[config.mk]
export PLATFORM = sky130hd
export DESIGN_NAME = clock_ctrl
export DESIGN_NICKNAME = d
export VERILOG_FILES = /design/src/rtl/clock_pkg.sv /design/src/rtl/clock_btn_edge.sv /design/src/rtl/clock_ctrl.sv
export SDC_FILE = /design/constraint.sdc
export NUM_CORES = 1
export LEC_CHECK = 0
export CAP_MARGIN = 10
export CORE_MARGIN = 2
export CORE_UTILIZATION = 49
export DETAILED_ROUTE_END_ITERATION = 12
export PLACE_DENSITY = 0.68
export RECOVER_POWER = 50
export SYNTH_ARGS = -nofsm -noshare
export SYNTH_HDL_FRONTEND = slang
export SYNTH_SLANG_ARGS = --single-unit
[constraint.sdc]
create_clock -name clk -period 4.1 [get_ports clk]
set_input_delay 0.82 -clock clk [delete_from_list [all_inputs] [get_ports clk]]
set_output_delay 0.82 -clock clk [all_outputs]
set_load 0.01 [all_outputs]
[src/rtl/clock_pkg.sv]
// Shared constants and BCD helpers for the HH:MM clock controller.
package clock_pkg;

  localparam int DIGIT_W       = 4;
  localparam int HOURS_LIMIT   = 24;
  localparam int MINUTES_LIMIT = 60;
  localparam int SECONDS_LIMIT = 60;

  localparam int DEF_TICK_DIV  = 100000000;
  localparam int DEF_BLINK_DIV = 25000000;

  localparam logic [1:0] MODE_RUN     = 2'd0;
  localparam logic [1:0] MODE_SET_HR  = 2'd1;
  localparam logic [1:0] MODE_SET_MIN = 2'd2;

  typedef logic [DIGIT_W-1:0] digit_t;

  // Two-digit BCD increment that wraps to 00 after limit-1.
  function automatic logic [2*DIGIT_W-1:0] bcd_inc(input logic [2*DIGIT_W-1:0] v,
                                                   input int limit);
    digit_t tens;
    digit_t ones;
    tens = v[2*DIGIT_W-1:DIGIT_W];
    ones = v[DIGIT_W-1:0];
    if ((int'(tens) * 10 + int'(ones)) == (limit - 1))
      return '0;
    else if (ones == digit_t'(9))
      return {digit_t'(tens + digit_t'(1)), digit_t'(0)};
    else
      return {tens, digit_t'(ones + digit_t'(1))};
  endfunction

endpackage

[src/rtl/clock_btn_edge.sv]
// Two-flop synchronizer plus rising-edge detector; pulse is high for one
// cycle after the second sync flop first sees the button high.
module btn_edge (
  input  logic clk,
  input  logic rst_n,
  input  logic btn,
  output logic pulse
);

  logic sync1;
  logic sync2;
  logic prev;

  always_ff @(posedge clk or negedge rst_n) begin
    if (!rst_n) begin
      sync1 <= 1'b0;
      sync2 <= 1'b0;
      prev  <= 1'b0;
    end else begin
      sync1 <= btn;
      sync2 <= sync1;
      prev  <= sync2;
    end
  end

  assign pulse = sync2 & ~prev;

endmodule

[src/rtl/clock_ctrl.sv]
// 24h HH:MM clock with RUN / SET_HR / SET_MIN modes, two pushbuttons and
// blinking decimal points marking the field being set.
module clock_ctrl
  import clock_pkg::*;
#(
  parameter int TICK_DIV  = DEF_TICK_DIV,
  parameter int BLINK_DIV = DEF_BLINK_DIV
) (
  input  logic               clk,
  input  logic               rst_n,
  input  logic               btn_mode,
  input  logic               btn_inc,
  output logic [DIGIT_W-1:0] val3,
  output logic [DIGIT_W-1:0] val2,
  output logic [DIGIT_W-1:0] val1,
  output logic [DIGIT_W-1:0] val0,
  output logic               dot3,
  output logic               dot2,
  output logic               dot1,
  output logic               dot0,
  output logic [1:0]         mode,
  output logic               sec_tick
);

  localparam int TW = (TICK_DIV > 2) ? $clog2(TICK_DIV) : 1;
  localparam int BW = (BLINK_DIV > 1) ? $clog2(BLINK_DIV) : 1;
  localparam logic [TW-1:0] TICK_MAX  = TW'(TICK_DIV - 1);
  localparam logic [BW-1:0] BLINK_MAX = BW'(BLINK_DIV - 1);
  localparam logic [5:0]    SEC_MAX   = 6'(SECONDS_LIMIT - 1);
  localparam logic [7:0]    MIN_MAX   = 8'h59;

  logic          mode_pulse;
  logic          inc_pulse;
  logic [1:0]    state;
  logic [TW-1:0] presc;
  logic [5:0]    secs;
  digit_t        h_t, h_o, m_t, m_o;
  logic [BW-1:0] blink_cnt;
  logic          blink;
  logic          run;
  logic          tick;

  btn_edge u_mode_edge (
    .clk   (clk),
    .rst_n (rst_n),
    .btn   (btn_mode),
    .pulse (mode_pulse)
  );

  btn_edge u_inc_edge (
    .clk   (clk),
    .rst_n (rst_n),
    .btn   (btn_inc),
    .pulse (inc_pulse)
  );

  assign run  = (state == MODE_RUN);
  // A mode edge leaving RUN swallows a coincident tick entirely.
  assign tick = run && (presc == TICK_MAX) && !mode_pulse;

  always_ff @(posedge clk or negedge rst_n) begin
    if (!rst_n) begin
      state <= MODE_RUN;
      presc <= '0;
      secs  <= '0;
      h_t   <= '0;
      h_o   <= '0;
      m_t   <= '0;
      m_o   <= '0;
    end else if (mode_pulse) begin
      presc <= '0;
      secs  <= '0;
      case (state)
        MODE_RUN:    state <= MODE_SET_HR;
        MODE_SET_HR: state <= MODE_SET_MIN;
        default:     state <= MODE_RUN;
      endcase
    end else if (run) begin
      if (tick) begin
        presc <= '0;
        if (secs == SEC_MAX) begin
          secs       <= '0;
          {m_t, m_o} <= bcd_inc({m_t, m_o}, MINUTES_LIMIT);
          if ({m_t, m_o} == MIN_MAX)
            {h_t, h_o} <= bcd_inc({h_t, h_o}, HOURS_LIMIT);
        end else begin
          secs <= secs + 6'd1;
        end
      end else begin
        presc <= presc + TW'(1);
      end
    end else if (inc_pulse) begin
      if (state == MODE_SET_HR)
        {h_t, h_o} <= bcd_inc({h_t, h_o}, HOURS_LIMIT);
      else
        {m_t, m_o} <= bcd_inc({m_t, m_o}, MINUTES_LIMIT);
    end
  end

  always_ff @(posedge clk or negedge rst_n) begin
    if (!rst_n) begin
      blink_cnt <= '0;
      blink     <= 1'b0;
    end else if (blink_cnt == BLINK_MAX) begin
      blink_cnt <= '0;
      blink     <= ~blink;
    end else begin
      blink_cnt <= blink_cnt + BW'(1);
    end
  end

  assign val3     = h_t;
  assign val2     = h_o;
  assign val1     = m_t;
  assign val0     = m_o;
  assign mode     = state;
  assign sec_tick = tick;

  assign dot3 = (state == MODE_SET_HR) & blink;
  assign dot2 = run ? secs[0] : ((state == MODE_SET_HR) & blink);
  assign dot1 = (state == MODE_SET_MIN) & blink;
  assign dot0 = (state == MODE_SET_MIN) & blink;

endmodule

==> results of run 1 <==
## state kept, by name, summed over array words and instances (netlist names)
| register | flops |
|---|---|
| blink | 1 |
| blink_cnt | 25 |
| mode | 2 |
| presc | 27 |
| secs | 6 |
| u_inc_edge.prev | 1 |
| u_inc_edge.sync1 | 1 |
| u_inc_edge.sync2 | 1 |
| u_mode_edge.prev | 1 |
| u_mode_edge.sync1 | 1 |
| u_mode_edge.sync2 | 1 |
| val0 | 4 |
| val1 | 4 |
| val2 | 4 |
| val3 | 4 |
## synth_stat cells, types with 11 or more instances
library cell / instances
inv_1: 29
o22ai_1: 11
a21oi_1: 16
nand3_1: 24
dfrtp_1: 83
nand2_1: 32
nand4_1: 17
ha_1: 24
nor2_1: 44
nor4_1: 12
o21ai_0: 26
xnor2_1: 33
or3_1: 12
## cell type report
| cell class | instances | area share (%) |
|---|---|---|
| flip-flops and latches | 83 | 40.7 |
| clock inverters | 2 | 0.196 |
| well taps | 111 | 2.72 |
| multi-input cells | 349 | 45.7 |
| clock buffers | 14 | 3.19 |
| repair buffers | 28 | 5.30 |
| inverters | 29 | 2.13 |
## power groups by stage
stage               Combinational (uW)  Clock [uW]  Sequential, uW
finish                             404         538             955
detailed placement                 406           0             971
global route                       463         586             970
floorplan                          242           0             964
CTS                                406         555             956
global placement                   395           0             967
## per-stage QoR
stage / power, uW / hold slack, ns / worst slack [ns] / instance area [sq um]
2_1_floorplan: 1210 / 0.331 / 1.44 / 4580
4_1_cts: 1920 / 0.354 / 0.960 / 5100
5_1_grt: 2020 / 0.371 / 0.840 / 5100
6_report: 1900 / 0.352 / 0.967 / 5100
3_5_place_dp: 1380 / 0.336 / 1.18 / 4930
3_3_place_gp: 1360 / 0.338 / 1.26 / 4930
## worst max-delay path, stage by stage, from the launching register on
cell	delay, ns
dfrtp_1	0.39
ha_1	0.19
and4bb_1	0.21
nand4_1	0.13
or2_2	0.37
nor2_1	0.12
clkdlybuf4s50_1	0.55
## metal layers
layer / vias up / wire [microns] / global-route usage, %
li1: 1754 / - / -
met1: 1721 / 4400 / 26.8
met2: 51 / 4230 / 31.5
met3: 8 / 277 / 3.88
met4: 0 / 74 / 5.69
met5: - / 0 / 0
## cell families (layout without fill, tap and decap cells)
group                    count (synthesis)  count (layout)  synth area share (%)
multiplexers                             3               3                 0.684
AND/OR/NAND/NOR                        198             198                  23.5
buffers and inverters                   41              73                  3.64
XOR/XNOR                                43              43                  8.23
AO/OA/AOI/OAI                           77              77                  10.2
adder cells (fa/ha/maj)                 28              28                  8.31
flip-flops                              83              83                  45.4
## worst min path at each step
stage | from | endpoint | cells after the start
after floorplan | u_inc_edge.sync1 | u_inc_edge.sync2 | 0
after global placement | u_inc_edge.sync1 | u_inc_edge.sync2 | 0
after detailed placement | u_inc_edge.sync1 | u_inc_edge.sync2 | 0
after CTS | u_inc_edge.sync1 | u_inc_edge.sync2 | 0
after global routing | u_inc_edge.sync1 | u_inc_edge.sync2 | 0
final | u_inc_edge.sync1 | u_inc_edge.sync2 | 0
==> metrics.cfg, run 1 <==
[global_routing]
antenna_found_initial = 0
grt_use_total_pct = 19.5
grt_pass1_vias = 3488
grt_pass1_wl_microns = 16100
grt_max_degree = 84
overflow = 0

[layout]
final_nets = 532
layout_common_cells = dfrtp_1 (83), nor2_1 (44), xnor2_1 (33)
regArea_sq_um = 2080
fin_util_pct = 55.7
fillers = 802
final-instance-count-excl-fill = 616
syn_to_final_growth_pct = 11.5
antenna_cells = 0
drive_gt1_share_pct = 5.15
final_common_cell = dfrtp_1
multi_input_area_sq_um = 2330

[synth]
ys_types = 46
synth_area_leader_cell = dfrtp_1
synth_edf_count = 0
synth_cells = 473
syn_area_per_cell_sq_um = 9.67
async_flop_share_pct = 100
yosys_warnings = 0
ys_top_cells_by_area = dfrtp_1 (45%), ha_1 (6.6%), xnor2_1 (6.3%)
synth-seq-cells = 83
syn_nets = 505
synth-seq-area-share_pct = 45.4
ys.flop_type = dfrtp_1
synth_top_area_share_pct = 45.4
synthesis.area_sq_um = 4580

[timing]
hold_viol_final = 0
setup_tns_ns = 0
setup_viol = 0
maxSlewHeadroom_pct = -38.3
finClkSkew_ns = 0.00370
fin_crit_sh_pct = 76.4
rsz0062_at_grt = no
max_clock_freq_ghz = 0.319
fin_crit_ns = 3.13
slew_viol_final = 84
worst_slew_pin_slew_ns = 2.08

[clock_network]
cts.path.max_buffers = 2
cts_tree = built
clk_transition_reported_paths_ns = 0.08
cts_buffers = 9
post_cts_resized = 0
clock-sinks = 83
cts_root_buf = clkbuf_8
cts_setup_buffers = 0
clkLatencyLatePin_ns = 0.35
cts_max_level = 3
cts_hold_buf = 0

[placed_design]
gp_congestion = 0.842
portBuffers = 26
dp.cells = 600
dp_hpwl_microns = 6310

[critical_path]
required_ns = 3.28
crit-reg2reg-launch = val3[1]
critPathCaptureType = output pin
crit_end = sec_tick
reg2regPathDepth = 8
path_class = reg -> out
cp.arrival_ns = 2.31
rrSetupSlack_ns = 1.16
critPathMaxFanout = 4
startpoint_type = register
crit_start = presc[0]
r2r-end = val2[1]

[route]
vias_per_cell = 5.74
wl_microns = 8980
drc_errors = 0
drtAntennaViolNets = 0
post_drt_wl_per_cell_microns = 14.6
dr.pass1.iters = 4
vias = 3534
drt_iter0_drc = 116

[pwr]
p_int_uw = 1300
p_seq_share_pct = 50.4
switching_power_uw = 596
switching_share_pct = 31.4
combPwrFrac_pct = 21.3
ir_worst_vdd_uv = 159
p_leak_uw = 0.00213
powerDensity_nw_per_um2 = 372
power_frac_clock_pct = 28.4

[die]
die-area_sq_um = 10100
coreArea_sq_um = 9150
fp-row-count = 35
die_h_microns = 101
ios = 27
die_x_microns = 101
initial_utilization_pct = 50.0

[outcome]
failed_checks = capacitance limit, slew limit
status = finished, violations left

[run]
drv_cap = 1

[hold_path]
hold_path.class = reg -> reg

(Power assumes the default switching activity.)
==> run 2, diff against run 1 <==
--- a/config.mk
+++ b/config.mk
@@ -9,7 +9,7 @@
 export CORE_MARGIN = 2
 export CORE_UTILIZATION = 49
 export DETAILED_ROUTE_END_ITERATION = 12
-export PLACE_DENSITY = 0.68
+export PLACE_DENSITY = 0.7
 export RECOVER_POWER = 50
 export SYNTH_ARGS = -nofsm -noshare
 export SYNTH_HDL_FRONTEND = slang
==> constraint.sdc (replaced) <==
create_clock -name clk -period 2.8 [get_ports clk]
set_input_delay 0.56 -clock clk [delete_from_list [all_inputs] [get_ports clk]]
set_output_delay 0.56 -clock clk [all_outputs]
set_load 0.01 [all_outputs]
==> run 2 against run 1 <==
Against the previous run:
- total power increased by 56%
- first-iteration DRC count up 52%
- critical path depth rose by 3
- hold slack improved by 0.011 ns
- sequential share of layout area shrank 1.5 points
- the flow now finishes without violations
- clock power grew 67%
- non-clock buffer count rose by 16
- register-to-register slack got worse by 0.97 ns
==> metrics.cfg, run 2 (same netlist as run 1, synthesis figures left out) <==
[outcome]
status = complete, no violations

[hold_path]
hold_path.class = reg -> reg

[timing]
maxSlewHeadroom_pct = 19.6  ; +58 points
fin_crit_sh_pct = 93.4
slew_viol_final = 0  ; -100%
rsz0062_at_grt = no
fin_crit_ns = 2.61
setup_slack_ns = 0.186  ; -0.781 ns
hold_viol_final = 0  ; unchanged
setup_tns_ns = 0  ; unchanged
max_clock_freq_ghz = 0.383
finClkSkew_ns = 0.00911  ; +0.00541 ns
worst_slew_pin_slew_ns = 1.20  ; -0.871 ns
setup_viol = 0  ; unchanged

[critical_path]
crit_path_max_incr_delay_ns = 0.52  ; -0.03 ns
critPathMaxFanout = 7  ; +3
required_ns = 3.07  ; -0.21 ns
slowest_stage = fa_1
worstPathCellList = ha_1, ha_1, fa_1, nor2b_1, mux2_2, o2111ai_1, buf_4, nand4b_1, o22ai_1
critPathMostFrequentCell = ha_1
critPathCaptureType = register
path_class = reg -> reg
startpoint_type = register
cp.arrival_ns = 2.89  ; +0.58 ns

[run]
drv_cap = 0  ; -1

[clock_network]
clock-sinks = 83  ; unchanged
clk_transition_reported_paths_ns = 0.08  ; about the same
cts_tree = built
cts_buffers = 9  ; unchanged
cts_root_buf = clkbuf_8
cts.path.max_buffers = 2  ; unchanged
cts_max_level = 3  ; unchanged
clkLatencyLatePin_ns = 0.36  ; about the same

[die]
die_h_microns = 101  ; unchanged
fp-row-count = 35  ; unchanged
ios = 27  ; unchanged
coreArea_sq_um = 9150  ; unchanged
die-area_sq_um = 10100  ; unchanged
initial_utilization_pct = 50.0  ; unchanged
die_x_microns = 101  ; unchanged

[route]
post_drt_wl_per_cell_microns = 15.0  ; +2.9%
vias_per_cell = 5.74  ; about the same
drc_errors = 0  ; unchanged
drt_iter0_drc = 176  ; +52%
drtAntennaViolNets = 0  ; unchanged
vias = 3626  ; +2.6%
wl_microns = 9480  ; +5.6%
dr.pass1.iters = 4  ; unchanged

[global_routing]
antenna_found_initial = 0  ; unchanged
grt_use_total_pct = 20.7  ; +1.2 points
grt_pass1_wl_microns = 16800  ; +4.4%
overflow = 0  ; unchanged
grt_max_degree = 49  ; -42%
grt_pass1_vias = 3615  ; +3.6%

[placed_design]
gp_congestion = 0.849  ; +0.87%
pre_cts_ws_ns = 0.163  ; -1.01 ns
dp_hpwl_microns = 6860  ; +8.8%
portBuffers = 26  ; unchanged

[layout]
drive_gt1_share_pct = 9.02  ; +3.9 points
final_nets = 548  ; +3.0%
syn_to_final_growth_pct = 15.7
top_regs = presc (27), blink_cnt (25), secs (6)
final_common_cell = dfrtp_1
largest_reg_flops = 27  ; unchanged
antenna_cells = 0  ; unchanged
top_register = presc
layout_common_cells = dfrtp_1 (82), nor2_1 (44), xnor2_1 (33)
fillers = 795  ; -0.87%

[pwr]
ir_worst_vdd_uv = 302  ; +90%
powerDensity_nw_per_um2 = 560  ; +51%
p_leak_uw = 0.00225  ; +5.4%

## run 2: routing by layer
metal / vias up / track usage (%) / wire (microns) / share of wire, %
li1: 1784 / - / - / -
met1: 1766 / 26.9 / 4390 / 46
met2: 66 / 34.4 / 4710 / 50
met3: 10 / 4.44 / 254 / 2.7
met4: 0 / 7.48 / 131 / 1.4
met5: - / 0 / 0 / 0
## run 2: final cells by class
type                            count  area, sq um  share of cell area (%)
Timing Repair Buffer               44          407                    7.68
Clock inverter                      5         61.3                    1.16
Sequential cell                    83         2080                    39.3
Multi-Input combinational cell    349         2350                    44.4
Clock buffer                       11          151                    2.86
Inverter                           29          109                    2.06
Tap cell                          111          139                    2.62
## run 2: timing repair
item | 4_1_cts | 5_1_grt
pin swaps | 1 | 0
endpoints found under the hold margin | 0 | 0
setup buffers | 3 | 1
endpoints found under the setup margin | 1 | 5
resized for setup | 2 | 4
hold buffers | 0 | 0
## run 2: through the flow
| stage | utilization, % | cells | cell area (sq um) | total power, uW | hold slack (ns) |
|---|---|---|---|---|---|
| 2_1_floorplan | - | 473 | 4580 | 1770 | 0.264 |
| 3_3_place_gp | 55.1 | 612 | 5040 | 2030 | 0.342 |
| 3_5_place_dp | 55.1 | 612 | 5040 | 2060 | 0.347 |
| 4_1_cts | 57.7 | 631 | 5280 | 2980 | 0.231 |
| 5_1_grt | 57.8 | 632 | 5290 | 3150 | 0.382 |
| 6_report | 57.8 | 632 | 5290 | 2960 | 0.363 |
## run 2: final timing paths
kind                                     end  slack (ns)  depth (start not counted)         startpoint
max in group asynchronous            mode[1]        0.55                          2              rst_n
hold / removal             u_mode_edge.sync2        0.36                          0  u_mode_edge.sync1
hold reg to reg            u_mode_edge.sync2        0.36                          0  u_mode_edge.sync1
setup reg to reg                     val2[2]        0.19                          9            val3[1]
min in group asynchronous            val3[2]        0.43                          1              rst_n
setup / recovery                     val2[2]        0.19                          9            val3[1]
## run 2: critical path, delay by kind of cell, from the launching register on
kind / cells / cell delay, ns
adder cells (fa/ha/maj): 3 / 1.05
AO/OA/AOI/OAI: 2 / 0.40
flip-flops: 1 / 0.40
AND/OR/NAND/NOR: 2 / 0.24
buffers and inverters: 1 / 0.18
multiplexers: 1 / 0.26
## run 2: report_power, final
part	internal, uW	switching (uW)	leakage (uW)	total (uW)
sequential	1280	107	0.00111	1380
clock	462	436	0.0000978	898
combinational	308	377	0.00104	685
==> run 3, diff against run 2 <==
--- a/config.mk
+++ b/config.mk
@@ -9,7 +9,8 @@
 export CORE_MARGIN = 2
 export CORE_UTILIZATION = 49
 export DETAILED_ROUTE_END_ITERATION = 12
-export PLACE_DENSITY = 0.7
+export GPL_TIMING_DRIVEN = 0
+export PLACE_DENSITY = 0.73
 export RECOVER_POWER = 50
 export SYNTH_ARGS = -nofsm -noshare
 export SYNTH_HDL_FRONTEND = slang
==> run 3 against run 2 <==
Against the previous run:
- design area fell by 1.2%
- largest power group unchanged
- clock skew increased by 0.0031 ns
- hold slack got worse by 0.0033 ns
- fmax down 2.6%
- non-clock buffer count fell by 3
- first-iteration DRC count grew 25%
- sequential power hardly changed
- die area stayed put
- critical path type is now reg -> out
- clock-buffer cell count grew 1
==> metrics.cfg, run 3 (same netlist as run 1, synthesis figures left out) <==
[layout]
top_regs = presc (27), blink_cnt (25), secs (6)
antenna_cells = 0  ; unchanged
largest_reg_flops = 27  ; unchanged
drive_gt1_share_pct = 6.37  ; -2.7 points
final_nets = 545  ; -0.55%
final-instance-count-excl-fill = 629  ; -0.47%
final_cell_area_sq_um = 5230  ; -1.2%
layout_common_cells = dfrtp_1 (82), nor2_1 (44), xnor2_1 (33)
top_register = presc
final_common_cell = dfrtp_1
syn_to_final_growth_pct = 14.3

[die]
ios = 27  ; unchanged
die-area_sq_um = 10100  ; unchanged
initial_utilization_pct = 50.0  ; unchanged
fp-row-count = 35  ; unchanged
coreArea_sq_um = 9150  ; unchanged
die_h_microns = 101  ; unchanged
die_x_microns = 101  ; unchanged

[global_routing]
grt_use_total_pct = 19.8  ; -0.99 points
antenna_found_initial = 0  ; unchanged
overflow = 0  ; unchanged
grt_pass1_vias = 3422  ; -5.3%
grt_max_degree = 63  ; +29%
grt_pass1_wl_microns = 16000  ; -4.6%

[critical_path]
path_class = reg -> out
critPathBufInv = 1  ; unchanged
startpoint_type = register
required_ns = 2.24  ; -0.83 ns
worstPathCellList = ha_1, and4bb_1, nand4_1, or2_2, nor2_1, dlygate4sd2_1
cp.arrival_ns = 2.12  ; -0.77 ns
slowest_stage = dfrtp_1
critPathCaptureType = output pin
crit_path_max_incr_delay_ns = 0.40  ; -0.12 ns
critPathMaxFanout = 4  ; -3
path_delay_family = simple AND/OR/NAND/NOR gates

[placed_design]
portBuffers = 26  ; unchanged
dp_hpwl_microns = 6580  ; -4.1%
dp.cells = 611  ; -0.16%
placed_area_sq_um = 5000  ; -0.89%
pre_cts_ws_ns = -0.121  ; -0.284 ns
gp_congestion = 0.853  ; +0.48%

[route]
wl_microns = 9350  ; -1.4%
dr.pass1.iters = 4  ; unchanged
vias = 3641  ; +0.41%
drt_iter0_drc = 220  ; +25%
drtAntennaViolNets = 0  ; unchanged
drc_errors = 0  ; unchanged
post_drt_wl_per_cell_microns = 14.9  ; -0.94%
vias_per_cell = 5.79  ; +0.89%

[timing]
hold_viol_final = 0  ; unchanged
finClkSkew_ns = 0.0122  ; +0.00311 ns
slew_viol_final = 0  ; unchanged
maxSlewHeadroom_pct = 15.9  ; -3.7 points
fin_crit_ns = 2.68  ; +0.0685 ns
fin_crit_sh_pct = 95.8  ; +2.4 points
setup_viol = 0  ; unchanged
max_clock_freq_ghz = 0.373  ; -2.6%
setup_slack_ns = 0.117  ; -0.0685 ns
worst_slew_pin_slew_ns = 1.26  ; +0.0572 ns

[pwr]
power_frac_clock_pct = 31.6  ; +1.3 points
p_seq_share_pct = 47.2  ; +0.6 points
switching_share_pct = 30.4  ; -0.61 points
powerDensity_nw_per_um2 = 564  ; +0.70%
switching_power_uw = 896  ; -2.5%
combPwrFrac_pct = 21.2  ; -1.9 points
p_int_uw = 2050  ; +0.36%
ir_worst_vdd_uv = 292  ; -3.3%
p_leak_uw = 0.00217  ; -3.4%
p_total_uw = 2950  ; -0.52%

[clock_network]
cts_buffers = 9  ; unchanged
cts_max_level = 3  ; unchanged
clock-sinks = 83  ; unchanged
clk_transition_reported_paths_ns = 0.08  ; about the same
cts_root_buf = clkbuf_8
cts_tree = built
cts.path.max_buffers = 2  ; unchanged
clkLatencyLatePin_ns = 0.36  ; about the same

[run]
drv_cap = 0  ; unchanged

[outcome]
status = complete, no violations

[hold_path]
hold_path.class = reg -> reg

## run 3: worst paths after layout
kind,slack (ns),end,cells past startpoint,startpoint
max,0.12,sec_tick,6,presc[0]
min,0.36,u_mode_edge.sync2,0,u_mode_edge.sync1
max reg2reg,0.13,val3[1],8,val3[1]
min reg2reg,0.36,u_mode_edge.sync2,0,u_mode_edge.sync1
max in group asynchronous,0.78,presc[8],2,rst_n
min in group asynchronous,0.45,val3[2],1,rst_n
## run 3: repair_timing
item | in CTS | in global routing
buffers inserted | 0 | 2
setup endpoints to repair | 9 | 16
pin swaps | 1 | 3
gates resized for setup | 2 | 4
hold buffers | 0 | 0
## run 3: final cells by class
type,count,area (sq um)
fillers,790,3920
multi-input cells,349,2360
flip-flops and latches,83,2080
repair buffers,29,275
well taps,111,139
clock buffers,12,135
inverters,29,109
clock inverters,4,75.1
plain buffers,12,57.6
## run 3: routing by layer
layer  part of all wire (%)  GRT usage, %  vias up
li1                       -             -     1774
met1                     47          26.8     1780
met2                     47          31.5       74
met3                    3.6          2.98       13
met4                    1.8          8.64        0
met5                      0             0        -
## run 3: power groups by stage
stage	Combinational [uW]	Clock [uW]	Sequential [uW]
2_1_floorplan	354	0	1410
3_3_place_gp	583	0	1410
3_5_place_dp	615	0	1420
4_1_cts	622	946	1390
5_1_grt	708	996	1410
6_report	626	931	1390
## run 3: stage by stage
step                      setup TNS (ns)  utilization [%]  hold WS [ns]
after floorplan                        0                -         0.264
after global placement           -150.38             54.4         0.343
after detailed placement          -0.559             54.6         0.339
after CTS                              0             57.0        0.0990
after global routing              -0.211             57.1         0.376
final                                  0             57.1         0.360
